`src/rtl/elbeth_lsu.sv`:
```
// Load/store unit in front of elbeth_memory port B: byte/half/word accesses,
// lane strobes, store replication, load alignment/extension and error reporting.
module elbeth_lsu #(
    parameter int unsigned AW      = 8,
    parameter int unsigned TIMEOUT = 15
) (
    input  logic          clk,
    input  logic          rst,

    input  logic          req_valid,
    output logic          req_ready,
    input  logic          req_we,
    input  logic [1:0]    req_size,
    input  logic          req_unsigned,
    input  logic [31:0]   req_addr,
    input  logic [31:0]   req_wdata,

    output logic          resp_valid,
    output logic [31:0]   resp_rdata,
    output logic [1:0]    resp_err,

    output logic          mem_enable,
    output logic [AW-1:0] mem_addr,
    output logic [31:0]   mem_data_in,
    output logic [3:0]    mem_wr,
    input  logic [31:0]   mem_data_out,
    input  logic          mem_ready
);

    localparam logic [1:0] StIdle = 2'd0;
    localparam logic [1:0] StReq  = 2'd1;
    localparam logic [1:0] StWait = 2'd2;
    localparam logic [1:0] StResp = 2'd3;

    localparam logic [1:0] SzByte = 2'b00;
    localparam logic [1:0] SzHalf = 2'b01;
    localparam logic [1:0] SzWord = 2'b10;

    localparam logic [1:0] ErrNone    = 2'b00;
    localparam logic [1:0] ErrAlign   = 2'b01;
    localparam logic [1:0] ErrRange   = 2'b10;
    localparam logic [1:0] ErrTimeout = 2'b11;

    localparam int unsigned   CW      = $clog2(TIMEOUT + 1);
    localparam logic [CW-1:0] CntLast = CW'(TIMEOUT - 1);

    logic [1:0]    state_q, state_d;
    logic [CW-1:0] cnt_q, cnt_d;
    logic [1:0]    addr_lo_q, addr_lo_d;
    logic [1:0]    size_q, size_d;
    logic          uns_q, uns_d;
    logic          we_q, we_d;

    logic          mem_enable_q, mem_enable_d;
    logic [AW-1:0] mem_addr_q, mem_addr_d;
    logic [31:0]   mem_data_in_q, mem_data_in_d;
    logic [3:0]    mem_wr_q, mem_wr_d;
    logic          resp_valid_q, resp_valid_d;
    logic [31:0]   resp_rdata_q, resp_rdata_d;
    logic [1:0]    resp_err_q, resp_err_d;

    logic          align_err;
    logic          range_err;
    logic [31:0]   wdata_rep;
    logic [3:0]    strb;
    logic [31:0]   lane;
    logic [31:0]   load_data;

    // Request decode: alignment, range, replicated store data and lane strobes
    always_comb begin
        align_err = 1'b0;
        wdata_rep = req_wdata;
        strb      = 4'b0000;
        unique case (req_size)
            SzByte: begin
                wdata_rep = {4{req_wdata[7:0]}};
                strb      = 4'b0001 << req_addr[1:0];
            end
            SzHalf: begin
                align_err = req_addr[0];
                wdata_rep = {2{req_wdata[15:0]}};
                strb      = 4'b0011 << req_addr[1:0];
            end
            SzWord: begin
                align_err = |req_addr[1:0];
                strb      = 4'b1111;
            end
            default: begin
                align_err = 1'b1;
            end
        endcase
        range_err = |(req_addr >> (AW + 2));
    end

    // Load alignment and sign/zero extension from the latched request
    always_comb begin
        lane      = mem_data_out >> {addr_lo_q, 3'b000};
        load_data = lane;
        unique case (size_q)
            SzByte:  load_data = uns_q ? {24'b0, lane[7:0]} : {{24{lane[7]}}, lane[7:0]};
            SzHalf:  load_data = uns_q ? {16'b0, lane[15:0]} : {{16{lane[15]}}, lane[15:0]};
            default: load_data = lane;
        endcase
    end

    always_comb begin
        state_d       = state_q;
        cnt_d         = cnt_q;
        addr_lo_d     = addr_lo_q;
        size_d        = size_q;
        uns_d         = uns_q;
        we_d          = we_q;
        mem_enable_d  = mem_enable_q;
        mem_addr_d    = mem_addr_q;
        mem_data_in_d = mem_data_in_q;
        mem_wr_d      = mem_wr_q;
        resp_valid_d  = 1'b0;
        resp_rdata_d  = resp_rdata_q;
        resp_err_d    = resp_err_q;

        unique case (state_q)
            StIdle: begin
                if (req_valid) begin
                    if (align_err) begin
                        resp_err_d   = ErrAlign;
                        resp_rdata_d = 32'b0;
                        resp_valid_d = 1'b1;
                        state_d      = StResp;
                    end else if (range_err) begin
                        resp_err_d   = ErrRange;
                        resp_rdata_d = 32'b0;
                        resp_valid_d = 1'b1;
                        state_d      = StResp;
                    end else begin
                        mem_enable_d  = 1'b1;
                        mem_addr_d    = req_addr[AW+1:2];
                        mem_data_in_d = wdata_rep;
                        mem_wr_d      = req_we ? strb : 4'b0000;
                        addr_lo_d     = req_addr[1:0];
                        size_d        = req_size;
                        uns_d         = req_unsigned;
                        we_d          = req_we;
                        state_d       = StReq;
                    end
                end
            end
            StReq: begin
                // Memory commits the access on the edge that closes this cycle
                mem_enable_d = 1'b0;
                mem_wr_d     = 4'b0000;
                cnt_d        = '0;
                state_d      = StWait;
            end
            StWait: begin
                if (mem_ready) begin
                    resp_rdata_d = we_q ? 32'b0 : load_data;
                    resp_err_d   = ErrNone;
                    resp_valid_d = 1'b1;
                    state_d      = StResp;
                end else begin
                    cnt_d = cnt_q + CW'(1);
                    if (cnt_q == CntLast) begin
                        resp_rdata_d = 32'b0;
                        resp_err_d   = ErrTimeout;
                        resp_valid_d = 1'b1;
                        state_d      = StResp;
                    end
                end
            end
            StResp: begin
                state_d = StIdle;
            end
            default: begin
                state_d = StIdle;
            end
        endcase
    end

    always_ff @(posedge clk or negedge rst) begin
        if (!rst) begin
            state_q       <= StIdle;
            cnt_q         <= '0;
            addr_lo_q     <= 2'b00;
            size_q        <= 2'b00;
            uns_q         <= 1'b0;
            we_q          <= 1'b0;
            mem_enable_q  <= 1'b0;
            mem_addr_q    <= '0;
            mem_data_in_q <= 32'b0;
            mem_wr_q      <= 4'b0000;
            resp_valid_q  <= 1'b0;
            resp_rdata_q  <= 32'b0;
            resp_err_q    <= 2'b00;
        end else begin
            state_q       <= state_d;
            cnt_q         <= cnt_d;
            addr_lo_q     <= addr_lo_d;
            size_q        <= size_d;
            uns_q         <= uns_d;
            we_q          <= we_d;
            mem_enable_q  <= mem_enable_d;
            mem_addr_q    <= mem_addr_d;
            mem_data_in_q <= mem_data_in_d;
            mem_wr_q      <= mem_wr_d;
            resp_valid_q  <= resp_valid_d;
            resp_rdata_q  <= resp_rdata_d;
            resp_err_q    <= resp_err_d;
        end
    end

    assign req_ready   = (state_q == StIdle);
    assign resp_valid  = resp_valid_q;
    assign resp_rdata  = resp_rdata_q;
    assign resp_err    = resp_err_q;
    assign mem_enable  = mem_enable_q;
    assign mem_addr    = mem_addr_q;
    assign mem_data_in = mem_data_in_q;
    assign mem_wr      = mem_wr_q;

endmodule

```
`config.mk`:
```
export PLATFORM = sky130hd
export DESIGN_NAME = elbeth_lsu
export DESIGN_NICKNAME = d
export VERILOG_FILES = /design/src/rtl/elbeth_lsu.sv
export SDC_FILE = /design/constraint.sdc
export NUM_CORES = 1
export LEC_CHECK = 0
export BUFFER_PORTS_ARGS = -buffer_cell sky130_fd_sc_hd__buf_2
export CAP_MARGIN = 20
export CORE_UTILIZATION = 35
export CTS_CLUSTER_SIZE = 16
export DETAILED_ROUTE_END_ITERATION = 6
export GPL_TIMING_DRIVEN = 1
export PLACE_DENSITY_LB_ADDON = 0.2
export SETUP_SLACK_MARGIN = 0.1
export SLEW_MARGIN = 20
export SYNTH_ARGS = -nofsm -noshare
export SYNTH_HDL_FRONTEND = slang
export SYNTH_SLANG_ARGS = --single-unit
```
`constraint.sdc`:
```
create_clock -name clk -period 6.1 [get_ports clk]
set_input_delay 0.61 -clock clk [delete_from_list [all_inputs] [get_ports clk]]
set_output_delay 0.61 -clock clk [all_outputs]
set_load 0.1 [all_outputs]
```
==> metrics.txt <==
# TYPE chip_impl_metric gauge
chip_impl_info{name="timing.hold.worst.class",value="primary input to async pin"} 1
chip_impl_metric{name="die_height",unit="um"} 120
chip_impl_metric{name="vias",unit=""} 3963
chip_impl_metric{name="timing.final.crit_period",unit="ns"} 2.80
chip_impl_info{name="post-synth-top-area-cell",value="dfrtp_1"} 1
chip_impl_metric{name="post_cts.resized_instances",unit=""} 0
chip_impl_metric{name="clock_skew",unit="ns"} 0.00583
chip_impl_metric{name="hold_buffers",unit=""} 0
chip_impl_info{name="cts_tree",value="built"} 1
chip_impl_metric{name="drive_gt1_frac",unit=""} 0.423
chip_impl_info{name="synthTopCellsByArea",value="dfrtp_1 47%, mux2_2 11%, mux2i_1 10%"} 1
chip_impl_metric{name="final_util",unit=""} 0.460
chip_impl_metric{name="yosys.cell_types.count",unit=""} 48
chip_impl_metric{name="final_wirelength",unit="um"} 12400
chip_impl_metric{name="antenna_violating_nets_post_route",unit=""} 0
chip_impl_info{name="startpoint_type",value="flip-flop"} 1
chip_impl_metric{name="placed_cell_area",unit="um2"} 5900
chip_impl_metric{name="wl_per_cell",unit="um"} 15.6
chip_impl_metric{name="mappedNetlistNets",unit=""} 552
chip_impl_metric{name="synthXorXnorAreaFrac",unit=""} 0.00540
chip_impl_metric{name="total_power",unit="mW"} 2.40
chip_impl_metric{name="synth.mux.area_fraction",unit=""} 0.245
chip_impl_metric{name="synthesis.area_per_instance",unit="um2"} 11.0
chip_impl_metric{name="timing_max_transition_violations_final",unit=""} 0
chip_impl_info{name="setup.worst_path.end_class",value="flip-flop"} 1
chip_impl_metric{name="htree_levels",unit=""} 3
chip_impl_metric{name="critPathArrivalTime",unit="ns"} 3.03
chip_impl_metric{name="fin_crit_sh",unit=""} 0.459
chip_impl_metric{name="drt_first_pass_iters",unit=""} 4
chip_impl_metric{name="postSynth.asyncResetShare",unit=""} 1.00
chip_impl_metric{name="worst_setup_hold_path_clk_slew",unit="ns"} 0.07
chip_impl_metric{name="core.rowCount",unit=""} 42
chip_impl_metric{name="cell_pwr_density",unit="nW/um2"} 389
chip_impl_info{name="run_status",value="finished clean"} 1
chip_impl_info{name="clk_root_buffer_cell",value="clkbuf_16"} 1
chip_impl_metric{name="skew_pair_late_insertion_delay",unit="ns"} 0.34
chip_impl_metric{name="cts.sink_count",unit=""} 92
chip_impl_metric{name="antenna_cells",unit=""} 0
chip_impl_metric{name="yosys_register_bits",unit=""} 92
chip_impl_metric{name="grt_pass1_wl",unit="um"} 20000
chip_impl_metric{name="nNetsFinal",unit=""} 723
chip_impl_metric{name="setup_fix_bufs_post_cts",unit=""} 0
chip_impl_metric{name="number_of_global_route_vias_before_repair",unit=""} 3867
chip_impl_metric{name="synthesis.instances",unit=""} 443
chip_impl_metric{name="die_area",unit="um2"} 14400
chip_impl_metric{name="synth_warnings",unit=""} 0
chip_impl_metric{name="syn_area",unit="um2"} 4860
chip_impl_info{name="critical_path_class",value="flip-flop to flip-flop"} 1
chip_impl_metric{name="detailedPlacementHpwl",unit="um"} 9020
chip_impl_metric{name="report.final.setup_viol",unit=""} 0
chip_impl_metric{name="number_of_antenna_violations_at_the_first_check_in_global_routing",unit=""} 0
chip_impl_metric{name="layout-area-overhead-vs-synth",unit="%"} 26.9
chip_impl_metric{name="synthSimpleGateAreaFrac",unit=""} 0.103
chip_impl_info{name="synth_top_family_by_area",value="multiplexers"} 1
chip_impl_metric{name="drc_errors",unit=""} 0
chip_impl_metric{name="timing_worst_slew_pin_value",unit="ns"} 1.01
chip_impl_metric{name="clock_path_buffers",unit=""} 2
chip_impl_metric{name="globalRoute.totalOverflow",unit=""} 0
chip_impl_metric{name="grt_max_degree",unit=""} 71
chip_impl_metric{name="numCtsBuffers",unit=""} 9
chip_impl_metric{name="detail_route.vias_per_cell",unit=""} 4.98
chip_impl_metric{name="maxCapViolCount",unit=""} 0
chip_impl_metric{name="p_leak",unit="nW"} 3.19
chip_impl_metric{name="synth-adder-area-share",unit=""} 0.0129
chip_impl_metric{name="cp_data_required_time",unit="ns"} 6.33
chip_impl_metric{name="start_util",unit=""} 0.363
chip_impl_metric{name="postLayoutCellArea",unit="um2"} 6170
chip_impl_metric{name="routabilityCongestion",unit=""} 0.806
chip_impl_metric{name="drtIter0Drc",unit=""} 203
chip_impl_metric{name="core-area",unit="um2"} 13400
chip_impl_metric{name="grt_usage",unit=""} 0.179
chip_impl_metric{name="fmax",unit="MHz"} 357
chip_impl_metric{name="synth-compound-area-share",unit=""} 0.119
chip_impl_metric{name="critical_path_peak_fanout",unit=""} 27
chip_impl_metric{name="fill_cells",unit=""} 1314
chip_impl_metric{name="place_ws",unit="ns"} 3.21
chip_impl_metric{name="ios",unit=""} 185
chip_impl_info{name="synthFlopType",value="dfrtp_1"} 1
chip_impl_metric{name="synth.top_cell.area_share",unit=""} 0.473
chip_impl_metric{name="total_count_of_hold_check_failures_in_the_final_report",unit=""} 0
chip_impl_metric{name="timing.slew.headroom",unit=""} 0.330
chip_impl_metric{name="die-width",unit="um"} 120
chip_impl_metric{name="ir_drop_worst_case_vdd",unit="uV"} 140
chip_impl_metric{name="setup_ws",unit="ns"} 3.30
chip_impl_metric{name="tns",unit="ns"} 0
chip_impl_metric{name="synth_sequential_area_ratio",unit=""} 0.473
chip_impl_metric{name="portbufs",unit=""} 184
chip_impl_info{name="rsz0062_at_grt",value="no"} 1
chip_impl_metric{name="synth-edff-count",unit=""} 0
area by class of cell:
cell class                      instances  area (um2)  area share
Sequential cell                        92        2300       0.373
Clock buffer                           13         250      0.0406
Timing Repair Buffer                  188         953       0.155
Inverter                               14        52.6     0.00852
Clock inverter                          3        22.5     0.00365
Multi-Input combinational cell        309        2370       0.384
Tap cell                              176         220      0.0357
final timing paths:
check / endpoint / slack [ns] / cells after the start / from
worst min-delay path: state_q[1] / 0.16 / 1 / rst
min in group clk: resp_rdata[6] / 0.48 / 1 / resp_rdata[6]
worst max register to register: resp_rdata[17] / 3.30 / 5 / addr_lo_q[1]
worst min register to register: resp_rdata[6] / 0.48 / 1 / resp_rdata[6]
worst max-delay path: resp_rdata[17] / 3.30 / 5 / addr_lo_q[1]
max in group asynchronous: mem_addr[6] / 4.75 / 2 / rst
cells in the final DEF (no fill, tap or decap), types with 5 or more instances in the layout:
cell type  Yosys  routed
mux2_4         7       7
clkbuf_16      0       9
buf_2         10     183
ha_1           5       5
dfrtp_1       92      92
nor2b_1       13      13
a21oi_1       27      27
inv_1         14      14
a211oi_1      22      22
mux2_2        47      47
mux2i_1       51      51
o21ai_0       25      25
buf_4          3       5
nor2_1        45      45
nand2_1       23      23
nor4_1         5       5
where the power goes:
part / total (mW) / switching [mW] / leakage [nW] / internal, mW
Sequential: 0.749 / 0.0498 / 1.26 / 0.699
Clock: 0.524 / 0.236 / 0.122 / 0.288
Combinational: 1.12 / 0.841 / 1.81 / 0.283
Total: 2.40 / 1.13 / 3.19 / 1.27
per-layer routing:
layer | vias to the layer above | routed length [um] | global-route usage
met5 | - | 0 | 0
li1 | 1929 | - | -
met3 | 19 | 829 | 0.0504
met4 | 0 | 270 | 0.0797
met2 | 115 | 5710 | 0.277
met1 | 1900 | 5610 | 0.234
cells in the mapped netlist (2+ instances only):
master / number
nor4_1: 5
nor2b_1: 13
o22ai_1: 2
clkbuf_1: 9
o2111ai_1: 2
nand2_1: 23
nor3_1: 3
o21ai_0: 25
a21oi_1: 27
buf_4: 3
mux2_2: 47
buf_6: 3
a211oi_1: 22
ha_1: 5
nand3b_1: 2
nor2_1: 45
mux2i_1: 51
nand2b_1: 2
buf_1: 3
mux2_1: 2
o211ai_1: 2
mux2_4: 7
buf_2: 10
xnor2_1: 2
inv_1: 14
dfrtp_1: 92
worst max-delay path, cell delays in order, from the launching register on:
cell,delay (ns)
dfrtp_1,1.01
nor2b_1,0.37
and3_1,0.33
o311ai_2,0.50
o21ai_0,0.20
mux2_4,0.29
cells by family (layout without fill, tap and decap cells):
family / after synthesis / after routing
simple gates: 102 / 102
flops: 92 / 92
buf+inv: 42 / 218
xor+xnor: 3 / 3
fa+ha+maj: 5 / 5
mux: 108 / 108
compound gates: 91 / 91
stage by stage:
stage / instances / hold WS (ns)
after floorplan: 443 / 0.314
after global placement: 779 / 0.465
after detailed placement: 779 / 0.475
after CTS: 795 / 0.164
after global routing: 795 / 0.186
final: 795 / 0.165
sequential cells by signal, indices dropped and copies added, names as in the netlist:
register and flops:
mem_data_in 32, resp_valid 1, uns_q 1, mem_wr 4, state_q 2, mem_enable 1
cnt_q 4, resp_err 2, addr_lo_q 2, resp_rdata 32, size_q 2, mem_addr 8
we_q 1
No activity file was read; power rests on OpenSTA's default activity.
